### config.mk
export PLATFORM = sky130hd
export DESIGN_NAME = ysyx_25060170_wbu_flat
export DESIGN_NICKNAME = d
export VERILOG_FILES = /design/src/rtl/ysyx_25060170_pkg.sv /design/src/rtl/ysyx_25060170_wbu_if.sv /design/src/rtl/ysyx_25060170_load_ext.sv /design/src/rtl/ysyx_25060170_wbu.sv /design/src/flat_wrapper.sv
export SDC_FILE = /design/constraint.sdc
export NUM_CORES = 1
export LEC_CHECK = 0
export BUFFER_PORTS_ARGS = -buffer_cell sky130_fd_sc_hd__buf_2
export CORE_AREA = 2 2 131 133
export DETAILED_ROUTE_END_ITERATION = 10
export DIE_AREA = 0 0 133 135
export GPL_ROUTABILITY_DRIVEN = 0
export GPL_TIMING_DRIVEN = 0
export HOLD_SLACK_MARGIN = 0.02
export MAX_ROUTING_LAYER = met4
export PLACE_DENSITY = 0.74
export SLEW_MARGIN = 20
export SYNTH_ARGS = -nofsm -noshare
export SYNTH_HDL_FRONTEND = slang
export SYNTH_HIERARCHICAL = 1
export SYNTH_SLANG_ARGS = --single-unit
export TNS_END_PERCENT = 10
### constraint.sdc
create_clock -name clk -period 6.4 [get_ports clk]
set_clock_uncertainty 0.2 [all_clocks]
set_input_delay 0.64 -clock clk [delete_from_list [all_inputs] [get_ports clk]]
set_output_delay 0.64 -clock clk [all_outputs]
set_load 0.1 [all_outputs]
### src/rtl/ysyx_25060170_pkg.sv
// Shared constants for the write-back unit: wb_sel codes, load funct3 codes and FSM state encoding.
package ysyx_25060170_pkg;

   localparam logic [1:0] WB_ALU = 2'd0;
   localparam logic [1:0] WB_MEM = 2'd1;
   localparam logic [1:0] WB_PC4 = 2'd2;
   localparam logic [1:0] WB_RSV = 2'd3;

   localparam logic [2:0] LD_LB  = 3'b000;
   localparam logic [2:0] LD_LH  = 3'b001;
   localparam logic [2:0] LD_LW  = 3'b010;
   localparam logic [2:0] LD_LBU = 3'b100;
   localparam logic [2:0] LD_LHU = 3'b101;

   typedef enum logic [1:0] {
      ST_IDLE   = 2'd0,
      ST_REQ    = 2'd1,
      ST_WAIT   = 2'd2,
      ST_COMMIT = 2'd3
   } wbu_state_e;

endpackage

### src/rtl/ysyx_25060170_wbu_if.sv
// EXU->WBU result handshake. The EXU drives the master side, the WBU consumes on the slave side.
interface ysyx_25060170_wbu_if #(
   parameter int XLEN       = 32,
   parameter int REG_ADDR_W = 5
);
   logic                  valid;
   logic                  ready;
   logic [XLEN-1:0]       res;
   logic [XLEN-1:0]       pc;
   logic [XLEN-1:0]       next_pc;
   logic [REG_ADDR_W-1:0] rd;
   logic                  rf_we;
   logic [1:0]            wb_sel;
   logic [2:0]            mem_op;

   modport master (
      output valid, res, pc, next_pc, rd, rf_we, wb_sel, mem_op,
      input  ready
   );

   modport slave (
      input  valid, res, pc, next_pc, rd, rf_we, wb_sel, mem_op,
      output ready
   );
endinterface

### src/rtl/ysyx_25060170_load_ext.sv
// Load data extraction: picks the byte/half lane out of a read word and sign- or zero-extends it.
module ysyx_25060170_load_ext
   import ysyx_25060170_pkg::*;
#(
   parameter int XLEN = 32
) (
   input  logic [1:0]      addr,
   input  logic [2:0]      mem_op,
   input  logic [XLEN-1:0] word,
   output logic [XLEN-1:0] data
);

   logic [7:0]  byte_sel;
   logic [15:0] half_sel;

   always_comb begin
      byte_sel = word[7:0];
      case (addr)
         2'd0:    byte_sel = word[7:0];
         2'd1:    byte_sel = word[15:8];
         2'd2:    byte_sel = word[23:16];
         default: byte_sel = word[31:24];
      endcase
      half_sel = addr[1] ? word[31:16] : word[15:0];
   end

   // Any funct3 outside the listed loads is handled as a full-word load.
   always_comb begin
      data = word;
      case (mem_op)
         LD_LB:   data = {{(XLEN-8){byte_sel[7]}}, byte_sel};
         LD_LH:   data = {{(XLEN-16){half_sel[15]}}, half_sel};
         LD_LBU:  data = {{(XLEN-8){1'b0}}, byte_sel};
         LD_LHU:  data = {{(XLEN-16){1'b0}}, half_sel};
         LD_LW:   data = word;
         default: data = word;
      endcase
   end

endmodule

### src/rtl/ysyx_25060170_wbu.sv
// Write-back unit: accepts one EXU result, performs the load if needed, writes the GPR and retires.
// Optional YSYX_25060170_WBU_DIFFTEST_EN adds the diff_* trace outputs.
//
// state  | meaning
// IDLE   | ready for a new EXU result
// REQ    | load read request outstanding, waiting for mem_req_ready
// WAIT   | request accepted, waiting for mem_resp_valid
// COMMIT | one-cycle retire: GPR write and commit pulse
module ysyx_25060170_wbu
   import ysyx_25060170_pkg::*;
#(
   parameter int XLEN       = 32,
   parameter int REG_ADDR_W = 5
) (
   input  logic                  clk,
   input  logic                  rst_n,
   ysyx_25060170_wbu_if.slave    exu,
   output logic                  mem_req_valid,
   input  logic                  mem_req_ready,
   output logic [XLEN-1:0]       mem_req_addr,
   input  logic                  mem_resp_valid,
   input  logic [XLEN-1:0]       mem_resp_data,
   output logic                  rf_we,
   output logic [REG_ADDR_W-1:0] rf_waddr,
   output logic [XLEN-1:0]       rf_wdata,
   output logic                  commit_valid,
   output logic [XLEN-1:0]       commit_next_pc
`ifdef YSYX_25060170_WBU_DIFFTEST_EN
   ,
   output logic [XLEN-1:0]       diff_pc,
   output logic [REG_ADDR_W-1:0] diff_rd,
   output logic [XLEN-1:0]       diff_wdata,
   output logic                  diff_we
`endif
);

   wbu_state_e            state_q;
   logic [XLEN-1:0]       res_q;
   logic [XLEN-1:0]       pc_q;
   logic [XLEN-1:0]       next_pc_q;
   logic [REG_ADDR_W-1:0] rd_q;
   logic                  rf_we_q;
   logic [1:0]            wb_sel_q;
   logic [2:0]            mem_op_q;
   logic [XLEN-1:0]       load_q;
   logic [XLEN-1:0]       ext_data;

   ysyx_25060170_load_ext #(.XLEN(XLEN)) u_load_ext (
      .addr   (res_q[1:0]),
      .mem_op (mem_op_q),
      .word   (mem_resp_data),
      .data   (ext_data)
   );

   always_ff @(posedge clk) begin
      if (!rst_n) begin
         state_q   <= ST_IDLE;
         res_q     <= '0;
         pc_q      <= '0;
         next_pc_q <= '0;
         rd_q      <= '0;
         rf_we_q   <= 1'b0;
         wb_sel_q  <= WB_ALU;
         mem_op_q  <= '0;
         load_q    <= '0;
      end else begin
         case (state_q)
            ST_IDLE: begin
               if (exu.valid) begin
                  res_q     <= exu.res;
                  pc_q      <= exu.pc;
                  next_pc_q <= exu.next_pc;
                  rd_q      <= exu.rd;
                  rf_we_q   <= exu.rf_we;
                  wb_sel_q  <= exu.wb_sel;
                  mem_op_q  <= exu.mem_op;
                  state_q   <= (exu.wb_sel == WB_MEM) ? ST_REQ : ST_COMMIT;
               end
            end
            ST_REQ: begin
               if (mem_req_ready) state_q <= ST_WAIT;
            end
            ST_WAIT: begin
               if (mem_resp_valid) begin
                  load_q  <= ext_data;
                  state_q <= ST_COMMIT;
               end
            end
            ST_COMMIT: state_q <= ST_IDLE;
            default:   state_q <= ST_IDLE;
         endcase
      end
   end

   // ready is gated by rst_n so nothing is accepted on a reset edge.
   assign exu.ready      = rst_n && (state_q == ST_IDLE);
   assign mem_req_valid  = (state_q == ST_REQ);
   assign mem_req_addr   = {res_q[XLEN-1:2], 2'b00};
   assign commit_valid   = (state_q == ST_COMMIT);
   assign commit_next_pc = next_pc_q;
   assign rf_we          = commit_valid && rf_we_q && (rd_q != '0);
   assign rf_waddr       = rd_q;

   always_comb begin
      rf_wdata = res_q;
      case (wb_sel_q)
         WB_MEM:         rf_wdata = load_q;
         WB_PC4:         rf_wdata = pc_q + XLEN'(4);
         WB_ALU, WB_RSV: rf_wdata = res_q;
         default:        rf_wdata = res_q;
      endcase
   end

`ifdef YSYX_25060170_WBU_DIFFTEST_EN
   assign diff_pc    = commit_valid ? pc_q : '0;
   assign diff_rd    = commit_valid ? rd_q : '0;
   assign diff_wdata = commit_valid ? rf_wdata : '0;
   assign diff_we    = rf_we;
`endif

endmodule

### src/flat_wrapper.sv
// flat-port wrapper written by rule: the top's interface ports become plain ports
module ysyx_25060170_wbu_flat import ysyx_25060170_pkg::*;
#(
   parameter int XLEN       = 32,
   parameter int REG_ADDR_W = 5
)
  (clk, rst_n, mem_req_valid, mem_req_ready, mem_req_addr, mem_resp_valid, mem_resp_data, rf_we, rf_waddr, rf_wdata, commit_valid, commit_next_pc, exu_valid, exu_res, exu_pc, exu_next_pc, exu_rd, exu_rf_we, exu_wb_sel, exu_mem_op, exu_ready);
  ysyx_25060170_wbu_if #(.XLEN(XLEN), .REG_ADDR_W(REG_ADDR_W)) exu_i ();
  input  logic clk;
  input  logic rst_n;
  output logic mem_req_valid;
  input  logic mem_req_ready;
  output logic [XLEN-1:0] mem_req_addr;
  input  logic mem_resp_valid;
  input  logic [XLEN-1:0] mem_resp_data;
  output logic rf_we;
  output logic [REG_ADDR_W-1:0] rf_waddr;
  output logic [XLEN-1:0] rf_wdata;
  output logic commit_valid;
  output logic [XLEN-1:0] commit_next_pc;
  input wire logic [$bits(exu_i.valid)-1:0] exu_valid;
  input wire logic [$bits(exu_i.res)-1:0] exu_res;
  input wire logic [$bits(exu_i.pc)-1:0] exu_pc;
  input wire logic [$bits(exu_i.next_pc)-1:0] exu_next_pc;
  input wire logic [$bits(exu_i.rd)-1:0] exu_rd;
  input wire logic [$bits(exu_i.rf_we)-1:0] exu_rf_we;
  input wire logic [$bits(exu_i.wb_sel)-1:0] exu_wb_sel;
  input wire logic [$bits(exu_i.mem_op)-1:0] exu_mem_op;
  output wire logic [$bits(exu_i.ready)-1:0] exu_ready;
  assign exu_i.valid = exu_valid;
  assign exu_i.res = exu_res;
  assign exu_i.pc = exu_pc;
  assign exu_i.next_pc = exu_next_pc;
  assign exu_i.rd = exu_rd;
  assign exu_i.rf_we = exu_rf_we;
  assign exu_i.wb_sel = exu_wb_sel;
  assign exu_i.mem_op = exu_mem_op;
  assign exu_ready = exu_i.ready;
  ysyx_25060170_wbu #(.XLEN(XLEN), .REG_ADDR_W(REG_ADDR_W)) u_core (.clk(clk), .rst_n(rst_n), .exu(exu_i), .mem_req_valid(mem_req_valid), .mem_req_ready(mem_req_ready), .mem_req_addr(mem_req_addr), .mem_resp_valid(mem_resp_valid), .mem_resp_data(mem_resp_data), .rf_we(rf_we), .rf_waddr(rf_waddr), .rf_wdata(rf_wdata), .commit_valid(commit_valid), .commit_next_pc(commit_next_pc));
endmodule
Word level (Yosys, flattened, before mapping). Index checks and enable logic that the tools add are counted.

Register bits after elaboration: 141. Output and inout port bits: 105.

$add $sub $neg: 1. Equality and inequality tests: 15. Mux-type cells: 9. Reductions and logical operators: 12.

Operators by type and width (count): $pmux W32 S4 (1); $pmux W32 S3 (1); $add A32 B3 Y32 const B (1); $pmux W8 S3 (1); $mux W16 (1); $eq A2 B2 Y1 const B (5); $eq A2 B1 Y1 const B (4); $mux W2 (4); $pmux W2 S4 (1); $eq A3 B3 Y1 const B (2); $logic_not A2 Y1 (3); $reduce_bool A5 Y1 (1); $ne A2 B2 Y1 const B (2); $reduce_and A2 Y1 (2); $eq A3 B1 Y1 const B (1); $logic_and A1 B1 Y1 (3); $logic_not A3 Y1 (1); $reduce_and A3 Y1 (1); $ne A2 B1 Y1 const B (1); $reduce_or A2 Y1 (1).

Logic depth before layout (Yosys ltp).
Depth in word-level cells: 4. Mapped depth: 8.

Cells and area by module. The synthesis kept the hierarchy.

Modules (own cells, without submodules): ysyx_25060170_wbu (instances 1, cells each 875, area an instance 6792.8 um2, seq. area each 2822.7 um2); ysyx_25060170_load_ext (instances 1, cells each 131, area an instance 723.2 um2, seq. area each 0.0 um2).

Least setup slack after synthesis. No wires, ideal clock.

Kind: register to output. Start: register u_core.pc_q[4]. End: output rf_wdata[29]. Arrival: 3.595 ns. Setup slack: 1.965 ns. Stages on the path, launching flop included: 6. Path through: dfxtp_1 > nand4_4 > nor4_2 > nand4_1 > xor2_1 > o21ai_0.

Cells in the longest elaborated chain, start to end: 2.

RTL lines: from (decl) (RTL line ysyx_25060170_wbu.sv:39) `logic [XLEN-1:0] pc_q;`; from (signal assigned) (RTL line ysyx_25060170_wbu.sv:71) `pc_q <= exu.pc;`; $add A32 B3 Y32 (RTL line ysyx_25060170_wbu.sv:108) `WB_PC4: rf_wdata = pc_q + XLEN'(4);`; $pmux W32 S3 (RTL line ysyx_25060170_wbu.sv:106) `case (wb_sel_q)`; to (decl) (RTL line flat_wrapper.sv:18) `output logic [XLEN-1:0] rf_wdata;`.

No other way between the ends.

Worst setup path after layout.
Start: register u_core.pc_q[9]. End: output rf_wdata[31].

The elaborated chain is that of the path after synthesis.

==> impl_results.md <==
- CP startpoint kind: flip-flop
- Placed cells: ~1.5k
- Placed inst area: 0.009021 mm²
- GRT overflow: 0
- Number of H-tree levels: 4
- CTS Buf Count: 17
- Net count, final: ~1.4k
- FF+latch count, synth: 141
- Largest net degree at the start of global routing: 17
- WL/cell: around 16 µm
- Number of fill cells: 1,572
- Number of setup buffers added after CTS: 0
- # setup viols final: 0
- Worst slew pin tran: 0.9344 ns
- Area grow syn2layout: 28.37%
- Area leader, netlist: dfxtp_1
- Hold Fails Final Rpt: 0
- Antenna cell count: 0
- Initial antenna violation count: 1
- Critical Path AT: 3.19 ns
- Static leakage: 4.087 nW
- Total Power: 0.004323 W
- Fin crit share: 0.6301
- TNS Setup: 0 ns
- Min-delay worst type: flip-flop to flip-flop
- Starting density of the core: 0.4581
- Pwr Density: 448.0 mW/mm²
- Vias/cell: 5.154
- Setup crit end kind: primary output
- Fin. max-slew vios: 0
- Antenna-violating nets left: 0
- Cell variety after synth: 55
- Sink Count: 141
- Rel. slew slack: 0.3719
- # hold bufs at CTS: 0
- Share of final-layout standard cells stronger than drive strength 1: 0.2477
- Vias: 7,752
- CTS clk-pin slew, worst paths: about 0.06 ns
- Final std cells w/o fill: 1,504
- Chip width: 133 µm
- Register area: 0.002823 mm²
- EDFF count, synth: 0
- DRT Pass-1 Iters: 5
- CP max FO: 10
- Die area: 0.01796 mm²
- Fin area: 0.009648 mm²
- Peak supply drop: about 0.00028 V
- Top_reg_cell synth: dfxtp_1
- Die H: 135 µm
- Post-synthesis cell area: 0.007516 mm²
- Register area share after synthesis: 0.3756
- Synth Instances: 1,006
- Port Buffers: 245
- Area of the multi-input gates: 0.004088 mm²
- CTS tree: built
- Crit path time final: 4.033 ns
- Worst EP required: between 5 and 6 ns
- Root Driver: clkbuf_16
- Largest cells by area after synthesis: dfxtp_1 38%, nand2_1 18%, a21boi_0 14%
- CP Class: flip-flop to primary output
- Core area: 0.01641 mm²
- Post-detail-place hpwl: 19.19 mm
- Synth Warn #: 6
- Final WL: 24.57 mm
- Boundary Pins: 249
- Asr flop ratio synth: 0
- RSZ-0062 raised after global routing: no
- Fin util: 0.5880
- Fmax: roughly 250 MHz
- Residual DRC count: 0
- FP Rows: 47
- # Max-Cap Violations: 0
- Share of the synthesized area in the top cell type: 0.3756
- Outcome: complete, no violations
- Initial DRC Count: roughly 620
- First-pass GRT wire length: 37.53 mm
- Worst skew pair latency: roughly 0.42 ns
- Mean Syn Cell Area: about 7.5 µm²
- CTS resizes: 0
- GRT Overall Usage: 0.2766
- Vias in the first global route: 7,231
- CTS Buffer Depth: 2
[critical path, stage by stage (launching register included)]
cell and delay (ns):
dfxtp_1 0.43, nand4_1 0.21, nor4_2 0.87, nand4_1 0.38
xor2_1 0.24, o221ai_1 0.16, buf_2 0.48
[registers in the layout, indices dropped and copies added, names as in the netlist]
register               flops
u_core/commit_next_pc     32
u_core/load_q             32
u_core/mem_op_q            3
u_core/pc_q               32
u_core/res_q              32
u_core/rf_waddr            5
u_core/rf_we_q             1
u_core/state_q             2
u_core/wb_sel_q            2
[cell families (layout without fill, tap and decap cells)]
logic type / Yosys count / count (layout) / share of synthesized area
AO/OA/AOI/OAI: 251 / 251 / 0.2406
XOR/XNOR: 23 / 23 / 0.02680
adder cells (fa/ha/maj): 9 / 9 / 0.01498
buffers and inverters: 124 / 401 / 0.08107
flip-flops: 141 / 141 / 0.3756
multiplexers: 2 / 2 / 0.002830
other: 1 / 2 / 0.0004989
AND/OR/NAND/NOR: 455 / 455 / 0.2577
[synth_stat cells, types with 2 or more instances]
cell	number
a31oi_1	2
nand2_1	366
or3_1	3
ha_1	9
dfxtp_1	141
o221ai_1	15
buf_6	3
nor2b_1	20
a221oi_1	2
a21oi_1	9
a2bb2oi_1	5
buf_4	32
a21boi_0	140
and2_1	4
nor3b_1	2
nand2b_1	7
xnor2_1	13
and4_1	4
clkbuf_1	65
inv_1	17
and3_1	3
a22oi_1	16
nor4_1	2
o21ai_1	5
nor2_1	9
a221o_1	8
o21ai_0	38
buf_1	6
nand4_1	9
xor2_1	10
nor3_1	7
nand3_1	11
[cell type report]
cell class                      instances  share of cell area
Buffer                                107             0.05654
Clock buffer                           22             0.04811
Clock inverter                         10             0.01686
Sequential cell                       141              0.2926
Multi-Input combinational cell        742              0.4237
Tap cell                              220             0.02853
Inverter                               17            0.006614
Timing Repair Buffer                  245              0.1271
[cell usage in the layout, fill, tap and decap left out, types with 17 or more instances in the layout]
master and instances:
a21boi_0 140, buf_2 246, buf_4 32, clkbuf_1 68
clkbuf_16 17, dfxtp_1 141, inv_1 17, nand2_1 366
nor2b_1 20, o21ai_0 38
[power breakdown]
group          leakage [nW]  switching [W]  internal (W)
logic                  2.63        0.00163      0.000444
clock network         0.300       0.000374      0.000673
registers              1.15       0.000166       0.00104
[per-layer routing]
metal / vias up / wire length (µm) / track usage
met2: 322 / 11230 / 0.4361
met4: 0 / 743 / 0.1123
met5: - / 0 / -
met3: 53 / 2148 / 0.05818
met1: 3508 / 10460 / 0.3473
li1: 3869 / - / -
[final timing paths]
kind | startpoint | cells after the start | endpoint | slack [ns]
worst min-delay path | u_core/commit_next_pc[11]$_SDFFE_PN0P_ | 2 | u_core/commit_next_pc[11]$_SDFFE_PN0P_ | 0.26
worst max register to register | u_core/state_q[1]$_SDFFE_PN0P_ | 8 | u_core/pc_q[29]$_SDFFE_PN0P_ | 3.73
worst max-delay path | u_core/pc_q[9]$_SDFFE_PN0P_ | 6 | rf_wdata[31] | 2.37
worst min register to register | u_core/commit_next_pc[11]$_SDFFE_PN0P_ | 2 | u_core/commit_next_pc[11]$_SDFFE_PN0P_ | 0.26
[metrics by stage]
step | setup slack (ns) | hold WS [ns]
after floorplan | 1.965 | 0.2435
after detailed placement | 2.846 | 0.2535
after CTS | 2.395 | 0.2515
after global placement | 2.868 | 0.2479
after global routing | 2.192 | 0.2637
final | 2.367 | 0.2601
Power figures use the tool's default switching activity.
